File: config.mk
export PLATFORM = sky130hd
export DESIGN_NAME = ets_frame_reader
export DESIGN_NICKNAME = d
export VERILOG_FILES = /design/src/rtl/ets_pkg.sv /design/src/rtl/ets_skid_fifo.sv /design/src/rtl/ets_frame_reader.sv
export SDC_FILE = /design/constraint.sdc
export NUM_CORES = 1
export LEC_CHECK = 0
export ABC_AREA = 1
export CAP_MARGIN = 0
export CORE_ASPECT_RATIO = 1.4
export CORE_MARGIN = 4
export CORE_UTILIZATION = 30
export CTS_BUF_LIST = sky130_fd_sc_hd__clkbuf_4
export DETAILED_ROUTE_END_ITERATION = 12
export HOLD_SLACK_MARGIN = 0.15
export PLACE_DENSITY = 0.47
export SETUP_SLACK_MARGIN = 0.02
export SLEW_MARGIN = 30
export SYNTH_ARGS = -nofsm -noshare
export SYNTH_HDL_FRONTEND = slang
export SYNTH_HIERARCHICAL = 1
export SYNTH_SLANG_ARGS = --single-unit
File: constraint.sdc
create_clock -name sys_clk -period 2.8 [get_ports sys_clk]
set_input_delay 0.56 -clock sys_clk [delete_from_list [all_inputs] [get_ports sys_clk]]
set_output_delay 0.56 -clock sys_clk [all_outputs]
set_load 0.02 [all_outputs]
File: src/rtl/ets_pkg.sv
// Shared definitions for the ETS frame reader: widths, default frame length
// and controller state encoding.
package ets_pkg;

  localparam int unsigned DataW     = 32;
  localparam int unsigned AddrW     = 10;
  localparam int unsigned CntW      = 16;
  localparam int unsigned HoldW     = 16;
  localparam int unsigned MaxTapDef = 616;

  typedef enum logic [2:0] {
    StIdle,
    StRead,
    StDrain,
    StFinish,
    StHold
  } ets_state_e;

endpackage

File: src/rtl/ets_skid_fifo.sv
// Two-entry FIFO that decouples buffer read latency from downstream stalls.
module ets_skid_fifo
  import ets_pkg::*;
#(
  parameter int unsigned Width = DataW
) (
  input  logic             sys_clk,
  input  logic             reset_n,
  input  logic             push,
  input  logic [Width-1:0] wdata,
  input  logic             pop,
  output logic [Width-1:0] rdata,
  output logic             full,
  output logic             empty,
  output logic [1:0]       count
);

  logic [Width-1:0] r_mem [2];
  logic             r_wptr;
  logic             r_rptr;
  logic [1:0]       r_count;

  always_ff @(posedge sys_clk or negedge reset_n) begin
    if (!reset_n) begin
      r_mem[0] <= '0;
      r_mem[1] <= '0;
      r_wptr   <= 1'b0;
      r_rptr   <= 1'b0;
      r_count  <= 2'd0;
    end else begin
      if (push) begin
        r_mem[r_wptr] <= wdata;
        r_wptr        <= ~r_wptr;
      end
      if (pop) begin
        r_rptr <= ~r_rptr;
      end
      r_count <= r_count + {1'b0, push} - {1'b0, pop};
    end
  end

  assign rdata = r_mem[r_rptr];
  assign full  = (r_count == 2'd2);
  assign empty = (r_count == 2'd0);
  assign count = r_count;

endmodule

File: src/rtl/ets_frame_reader.sv
// Reads one MAX_TAP-word frame from a ready buffer and streams it out with
// backpressure, then pulses r_finish and waits HOLDOFF cycles before rearming.
module ets_frame_reader
  import ets_pkg::*;
#(
  parameter int unsigned MAX_TAP = MaxTapDef,
  parameter int unsigned HOLDOFF = 4
) (
  input  logic             sys_clk,
  input  logic             reset_n,
  input  logic             en,
  input  logic             r_valid,
  output logic             r_occur,
  output logic [AddrW-1:0] raddr,
  input  logic [DataW-1:0] rdata,
  output logic             r_finish,
  output logic [DataW-1:0] m_tdata,
  output logic             m_tvalid,
  input  logic             m_tready,
  output logic             m_tlast,
  output logic             busy,
  output logic [CntW-1:0]  frame_cnt
);

  localparam logic [AddrW-1:0] LastAddr    = AddrW'(MAX_TAP - 1);
  localparam int unsigned      HoldLastInt = (HOLDOFF == 0) ? 0 : HOLDOFF - 1;
  localparam logic [HoldW-1:0] HoldLast    = HoldW'(HoldLastInt);

  ets_state_e       r_state;
  ets_state_e       w_state_next;
  logic [AddrW-1:0] r_raddr;
  logic [AddrW-1:0] r_oidx;
  logic             r_inflight;
  logic [CntW-1:0]  r_frame_cnt;
  logic [HoldW-1:0] r_hold_cnt;

  logic             w_occur;
  logic             w_start;
  logic             w_pop;
  logic             w_room;
  logic [2:0]       w_occ;
  logic [1:0]       w_count;
  logic             w_full;
  logic             w_empty;
  logic [DataW-1:0] w_head;

  ets_skid_fifo #(
    .Width (DataW)
  ) u_fifo (
    .sys_clk (sys_clk),
    .reset_n (reset_n),
    .push    (r_inflight),
    .wdata   (rdata),
    .pop     (w_pop),
    .rdata   (w_head),
    .full    (w_full),
    .empty   (w_empty),
    .count   (w_count)
  );

  assign w_pop = !w_empty && m_tready;

  // Occupancy as it will stand after this cycle's pop, so that a steady
  // stream with m_tready high still issues one strobe per cycle.
  assign w_occ  = {1'b0, w_count} + {2'b00, r_inflight} - {2'b00, w_pop};
  assign w_room = !(w_full && !w_pop) && (w_occ < 3'd2);

  assign w_start = (r_state == StIdle) && en && r_valid;

  always_comb begin
    w_state_next = r_state;
    w_occur      = 1'b0;
    unique case (r_state)
      StIdle: begin
        if (en && r_valid) begin
          w_state_next = StRead;
        end
      end
      StRead: begin
        w_occur = w_room;
        if (w_room && (r_raddr == LastAddr)) begin
          w_state_next = StDrain;
        end
      end
      StDrain: begin
        if (w_pop && m_tlast) begin
          w_state_next = StFinish;
        end
      end
      StFinish: begin
        w_state_next = (HOLDOFF == 0) ? StIdle : StHold;
      end
      StHold: begin
        if (r_hold_cnt == HoldLast) begin
          w_state_next = StIdle;
        end
      end
      default: begin
        w_state_next = StIdle;
      end
    endcase
  end

  always_ff @(posedge sys_clk or negedge reset_n) begin
    if (!reset_n) begin
      r_state     <= StIdle;
      r_raddr     <= '0;
      r_oidx      <= '0;
      r_inflight  <= 1'b0;
      r_frame_cnt <= '0;
      r_hold_cnt  <= '0;
    end else begin
      r_state    <= w_state_next;
      r_inflight <= w_occur;

      // The final strobe leaves raddr parked on the last word.
      if (w_start) begin
        r_raddr <= '0;
      end else if (w_occur && (r_raddr != LastAddr)) begin
        r_raddr <= r_raddr + AddrW'(1);
      end

      if (w_start) begin
        r_oidx <= '0;
      end else if (w_pop) begin
        r_oidx <= m_tlast ? '0 : r_oidx + AddrW'(1);
      end

      if (r_state == StFinish) begin
        r_frame_cnt <= r_frame_cnt + CntW'(1);
        r_hold_cnt  <= '0;
      end else if (r_state == StHold) begin
        r_hold_cnt <= r_hold_cnt + HoldW'(1);
      end
    end
  end

  assign r_occur   = w_occur;
  assign raddr     = r_raddr;
  assign r_finish  = (r_state == StFinish);
  assign m_tvalid  = !w_empty;
  assign m_tdata   = w_head;
  assign m_tlast   = !w_empty && (r_oidx == LastAddr);
  assign busy      = (r_state == StRead) || (r_state == StDrain) || (r_state == StFinish);
  assign frame_cnt = r_frame_cnt;

endmodule

==> flow_summary.ini, run 1 <==
[yosys]
synth_top_area_share = 0.496
synth-edff-count = 0
ys_types = 34
netlist.top_cell.by_area = dfrtp_1
ys.flop_type = dfrtp_1
ys_seq_area_frac = 0.496
avgSynthCellArea_sq_um = 7.78
yosys-top-cells-area = dfrtp_1 (50%), nand2_1 (13%), o21ai_0 (8.6%), inv_1 (7.6%), nor2_1 (3.1%)
yosys-top-cells-count = nand2_1 (225), inv_1 (126), dfrtp_1 (124)
syn_area_sq_um = 6260
ys_async_sr_fraction = 1.00
synth_fp_nets = 849
yosysMostFrequentCell = nand2_1
synth_seq_cells = 124
ys_warn_count = 6
syn_inst = 804

[critical_path]
rr_startpoint = u_fifo/count[1]$_DFF_PN0_
arrival_ns = 2.51
end_kind = primary output
r2r_cells = 16
timing.setup.critical_path_class = in2out
worstPathRequired_ns = 2.24
r2r_slack_ns = 0.34
r2r-end = raddr[3]$_DFFE_PN0P_
cp-start-kind = input pin
worstPathMaxFanout = 2

[power]
intPower_mw = 3.24
p_switching_mw = 2.15
p_leak_nw = 4.12
combPwrFrac = 0.388
power_density_nw_per_um2 = 681
irDropWorstVdd_mv = 0.369
p_clk_frac = 0.222
switching_share = 0.399
seqPwrFrac = 0.390

[global_routing]
busiest_layer = met2
grt_pass1_wl_um = 25100
use_met2 = 0.238
grt_usage = 0.135
gr-total-overflow = 0
grtUsageMet1 = 0.157
grt_max_degree = 65
grt_util_met3 = 0.0331
grt_antenna_before_repair = 1
first_global_vias = 5203

[finish]
nets = 964
drive_gt1_frac = 0.0912
regArea_sq_um = 3110
design_area_sq_um = 7920
multiInputGateArea_sq_um = 2530
syn2layout_area_growth_pct = 26.5
final_util = 0.385
fill_cells = 2192

[drt]
ant_nets = 0
wl_per_cell_um = 12.5
vias = 5233
drt_iter0_drc = 266
viasPerCell = 4.40
drc_errors = 0
first_pass_iters = 4
finalWirelength_um = 14900

[sta]
period_needed_ns = 3.07
finalHoldViolCount = 0
setup_violations = 1
setup_tns_ns = -0.272
maxSlewHeadroom = 0.545
fin_skew_ns = 0.0237
hold_slack_ns = 0.487
finalWorstSetupSlack_ns = -0.272
worst_pin_slew_ns = 0.682
rsz0062_at_grt = yes
drv_slew = 0
fmax_mhz = 326
timing.final.crit_share = 1.10

[placed_design]
pre_cts_ws_ns = -0.767
placed_cell_area_sq_um = 7600
post-dp-hpwl_um = 10800
routabilityCongestion = 0.805
io_buffers = 99

[clock_tree]
cts_tree = yes
cts_buffers = 17
cts.sinks = 124
clock-root-buffer = clkbuf_4
insertion_delay_ns = 0.52
h-tree-depth = 4
ctsLongestPathBuffers = 2
clk_pin_slew_ns = 0.11

[min_path]
min_from = r_hold_cnt[15]$_DFFE_PN0P_
min_to = r_hold_cnt[15]$_DFFE_PN0P_
whs_path_depth = 1
hold_path.class = reg2reg

[status]
status = finished with violations
violations = negative setup slack

[floorplanning]
die_w_um = 130
dieArea_sq_um = 23300
initial_utilization = 0.304
io_pins = 100
rows = 62
dieHeight_um = 179
core-area_sq_um = 20600

[run]
maxCapViolCount = 0
## worst max-delay path by stage
stage          slack (ns)  depth (start not counted)       to                      start
6_report            -0.27                         12  r_occur                   m_tready
3_5_place_dp        -0.77                         12  r_occur                   m_tready
3_3_place_gp        -0.78                         12  r_occur                   m_tready
2_1_floorplan        0.07                         10  r_occur                   m_tready
5_1_grt             -0.52                         11  r_occur  u_fifo/count[1]$_DFF_PN0_
4_1_cts             -0.33                         11  r_occur  u_fifo/count[1]$_DFF_PN0_
## final cells by class
type / count / area share
Antenna cell: 1 / 0.000316
Sequential cell: 124 / 0.393
Tap cell: 256 / 0.0405
Inverter: 134 / 0.0642
Clock inverter: 15 / 0.0174
Timing Repair Buffer: 120 / 0.150
Clock buffer: 17 / 0.0161
Multi-Input combinational cell: 522 / 0.319
## flip-flops by register name, summed over array words and instances (netlist names)
register	cells
u_fifo/r_rptr	1
u_fifo/r_wptr	1
r_hold_cnt	16
u_fifo/count	2
raddr	10
r_oidx	10
r_inflight	1
u_fifo/r_mem	64
r_state	3
frame_cnt	16
## per-stage QoR
stage	instances	power [mW]
floorplan	804	3.33
global placement	1153	4.34
detailed placement	1153	4.35
CTS	1186	5.51
global route	1189	5.84
finish	1189	5.39
## cells by family after synthesis
family | share of synthesized area
and+or+nand+nor | 0.252
buffers and inverters | 0.101
AOI/OAI and AO/OA | 0.106
DFF | 0.496
xor gates and xnor gates | 0.0280
adders and majority gates | 0.0172
## metal layers
layer  up-vias  routed length, um
met5         -                  0
met4         0                293
met3        18                598
met2        90               7460
met1      2377               6570
li1       2748                  -
## placed cells by master (no fill, tap or decap), types with 15 or more instances in the layout
cell               n
nand2_1          225
inv_1            126
dfrtp_1          123
o21ai_0          107
clkdlybuf4s50_1   71
nor2_1            49
nand3_1           31
buf_4             19
clkbuf_4          17
a21oi_1           15
nor3_1            15
dlygate4sd2_1     15
## power groups by stage
| stage | logic (mW) | registers, mW | clock network (mW) |
|---|---|---|---|
| floorplan | 1.24 | 2.09 | 0 |
| global placement | 2.20 | 2.14 | 0 |
| detailed placement | 2.21 | 2.13 | 0 |
| CTS | 2.14 | 2.11 | 1.27 |
| global route | 2.37 | 2.13 | 1.34 |
| finish | 2.09 | 2.10 | 1.20 |
## critical path, cell delays in order
cell and delay [ns]:
clkdlybuf4s50_1 0.48, inv_1 0.05, nor2_2 0.10, ha_1 0.23, inv_1 0.05, nand2_1 0.05
fa_1 0.50, inv_1 0.04, a21oi_1 0.10, nand3_1 0.09, nor2_2 0.12, buf_6 0.13
## what timing repair did
item | in CTS | in global routing
hold buffers | 1 | 0
setup endpoints to repair | 19 | 12
endpoints found under the hold margin | 46 | 0
buffers inserted | 0 | 2
gates resized for setup | 23 | 12
(Power assumes the default switching activity.)
==> inputs of run 2 (changes only) <==
Settings changed: CORE_MARGIN 4 to 2.
==> run 2 against run 1 <==
  * The flow still finishes with violations (negative setup slack)
  * Global-route usage is 1.1 points higher
  * Wire length is 0.36% higher
  * First-iteration DRC count is 0.38% higher
  * Final cell count hardly changed
  * Critical endpoint unchanged
  * Largest power group is now combinational logic
==> flow_summary.ini, run 2 (synthesis results as in run 1) <==
[sta]
timing.final.crit_share = 1.11
finalWorstSetupSlack_ns = -0.309
maxSlewHeadroom = 0.567
setup_tns_ns = -0.309
worst_pin_slew_ns = 0.648
drv_slew = 0
fin_skew_ns = 0.0267
finalHoldViolCount = 0
period_needed_ns = 3.11
fmax_mhz = 322
rsz0062_at_grt = yes
setup_violations = 1

[placed_design]
dp.cells = 1153
io_buffers = 99
routabilityCongestion = 0.789
post-dp-hpwl_um = 10800
placed_cell_area_sq_um = 7620
pre_cts_ws_ns = -0.780

[status]
violations = negative setup slack
status = finished with violations

[critical_path]
r2r_cells = 16
r2r_slack_ns = 0.29
worstPathMaxFanout = 2
slowest_delay_ns = 0.55
timing.setup.critical_path_class = reg2out
arrival_ns = 2.55
critPathLaunch = u_fifo/count[1]$_DFF_PN0_
cp-start-kind = flop
cp_cell_sequence = nor2_2, nor2_2, ha_1, inv_1, nand2_2, fa_1, inv_1, a21oi_2, nand3_1, nor2_2, buf_6
rr_startpoint = u_fifo/count[1]$_DFF_PN0_
end_kind = primary output
worstPathRequired_ns = 2.24
crit_top_cell = nor2_2
r2r-end = raddr[8]$_DFFE_PN0P_
crit_slowest_cell = fa_1

[floorplanning]
io_pins = 100
dieArea_sq_um = 22000
die_w_um = 126
dieHeight_um = 175
initial_utilization = 0.306
core-area_sq_um = 20500
rows = 62

[min_path]
min_from = r_hold_cnt[15]$_DFFE_PN0P_
min_to = r_hold_cnt[15]$_DFFE_PN0P_
whs_path_depth = 1
hold_path.class = reg2reg

[global_routing]
grt_max_degree = 65
grt_pass1_wl_um = 25900
first_global_vias = 5226
grt_antenna_before_repair = 1
gr-total-overflow = 0
grt_usage = 0.145

[clock_tree]
clock-root-buffer = clkbuf_4
clk_pin_slew_ns = 0.12
cts_buffers = 17
insertion_delay_ns = 0.55
cts.sinks = 124
h-tree-depth = 4
ctsLongestPathBuffers = 2
cts_tree = yes

[finish]
fin_cells = 1190
multiInputGateArea_sq_um = 2530
syn2layout_area_growth_pct = 27.4
layout_common_cells = nand2_1 (224), inv_1 (126), dfrtp_1 (123)
regArea_sq_um = 3100
layout_commonest_cell = nand2_1
top_register = u_fifo/r_mem
design_area_sq_um = 7970
fill_cells = 2148
largest_reg_flops = 64
nets = 965
drive_gt1_frac = 0.0954

[power]
finalPower_mw = 5.60
irDropWorstVdd_mv = 0.391
p_leak_nw = 4.12
power_density_nw_per_um2 = 703

[drt]
vias = 5284
wl_met2_um = 7480
wl_met1_um = 6830
dr_wl_met3_um = 465
drt_iter0_drc = 267
top_layer = met4
viasPerCell = 4.44
wl_per_cell_um = 12.6
ant_nets = 0
first_pass_iters = 4
drc_errors = 0
finalWirelength_um = 15000

[run]
maxCapViolCount = 0
[run 2: cell count changes in the layout (fill, tap and decap cells not counted), moves of 3 or more]
cell,change
dlymetal6s2s_1,-5
clkdlybuf4s50_1,+19
clkinvlp_4,-3
dlygate4sd2_1,-14
clkinv_4,+3
[run 2: layout make-up]
cell class	count	area share
Sequential cell	124	0.389
Antenna cell	1	0.000314
Multi-Input combinational cell	522	0.318
Tap cell	256	0.0402
Clock buffer	18	0.0169
Timing Repair Buffer	121	0.152
Clock inverter	14	0.0199
Inverter	134	0.0637
[run 2: worst max path at each step]
stage / endpoint / slack [ns] / cells past startpoint
floorplan: r_occur / 0.07 / 10
global placement: r_occur / -0.78 / 12
detailed placement: r_occur / -0.78 / 12
CTS: r_occur / -0.37 / 11
global route: r_occur / -0.50 / 11
finish: r_occur / -0.31 / 11
[run 2: critical path, delay by kind of cell, from the launching register on]
family	cells	cell delay (ns)
simple gates	5	0.46
compound gates	1	0.09
fa+ha+maj	2	0.81
flops	1	0.41
buf+inv	3	0.24
[run 2: power breakdown]
group	leakage (nW)	switching (mW)	internal (mW)	total [mW]
registers	1.46	0.135	1.94	2.07
logic	2.50	1.28	0.949	2.23
clock network	0.154	0.745	0.556	1.30
[run 2: repair_timing]
action                                  4_1_cts  5_1_grt
endpoints found under the setup margin       17        6
hold buffers                                  1        0
resized for setup                             8        9
endpoints found under the hold margin        39        0
pin swaps                                     2        6
buffers inserted                              2        1
[run 2: per-stage QoR]
step,util,hold WS (ns)
final,0.389,0.487
after floorplan,-,0.264
after global placement,0.372,0.465
after detailed placement,0.372,0.469
after CTS,0.388,0.489
after global routing,0.389,0.516
[run 2: layer usage]
metal | track usage | vias up
met5 | 0 | -
met4 | 0.0586 | 0
met3 | 0.0266 | 14
met2 | 0.247 | 98
met1 | 0.182 | 2425
li1 | - | 2747
==> inputs of run 3 (changes only) <==
Settings changed: GPL_ROUTABILITY_DRIVEN from default to 0.
==> results of run 3 <==
Same layout as run 2: the final DEF is identical, and so are final timing and power.
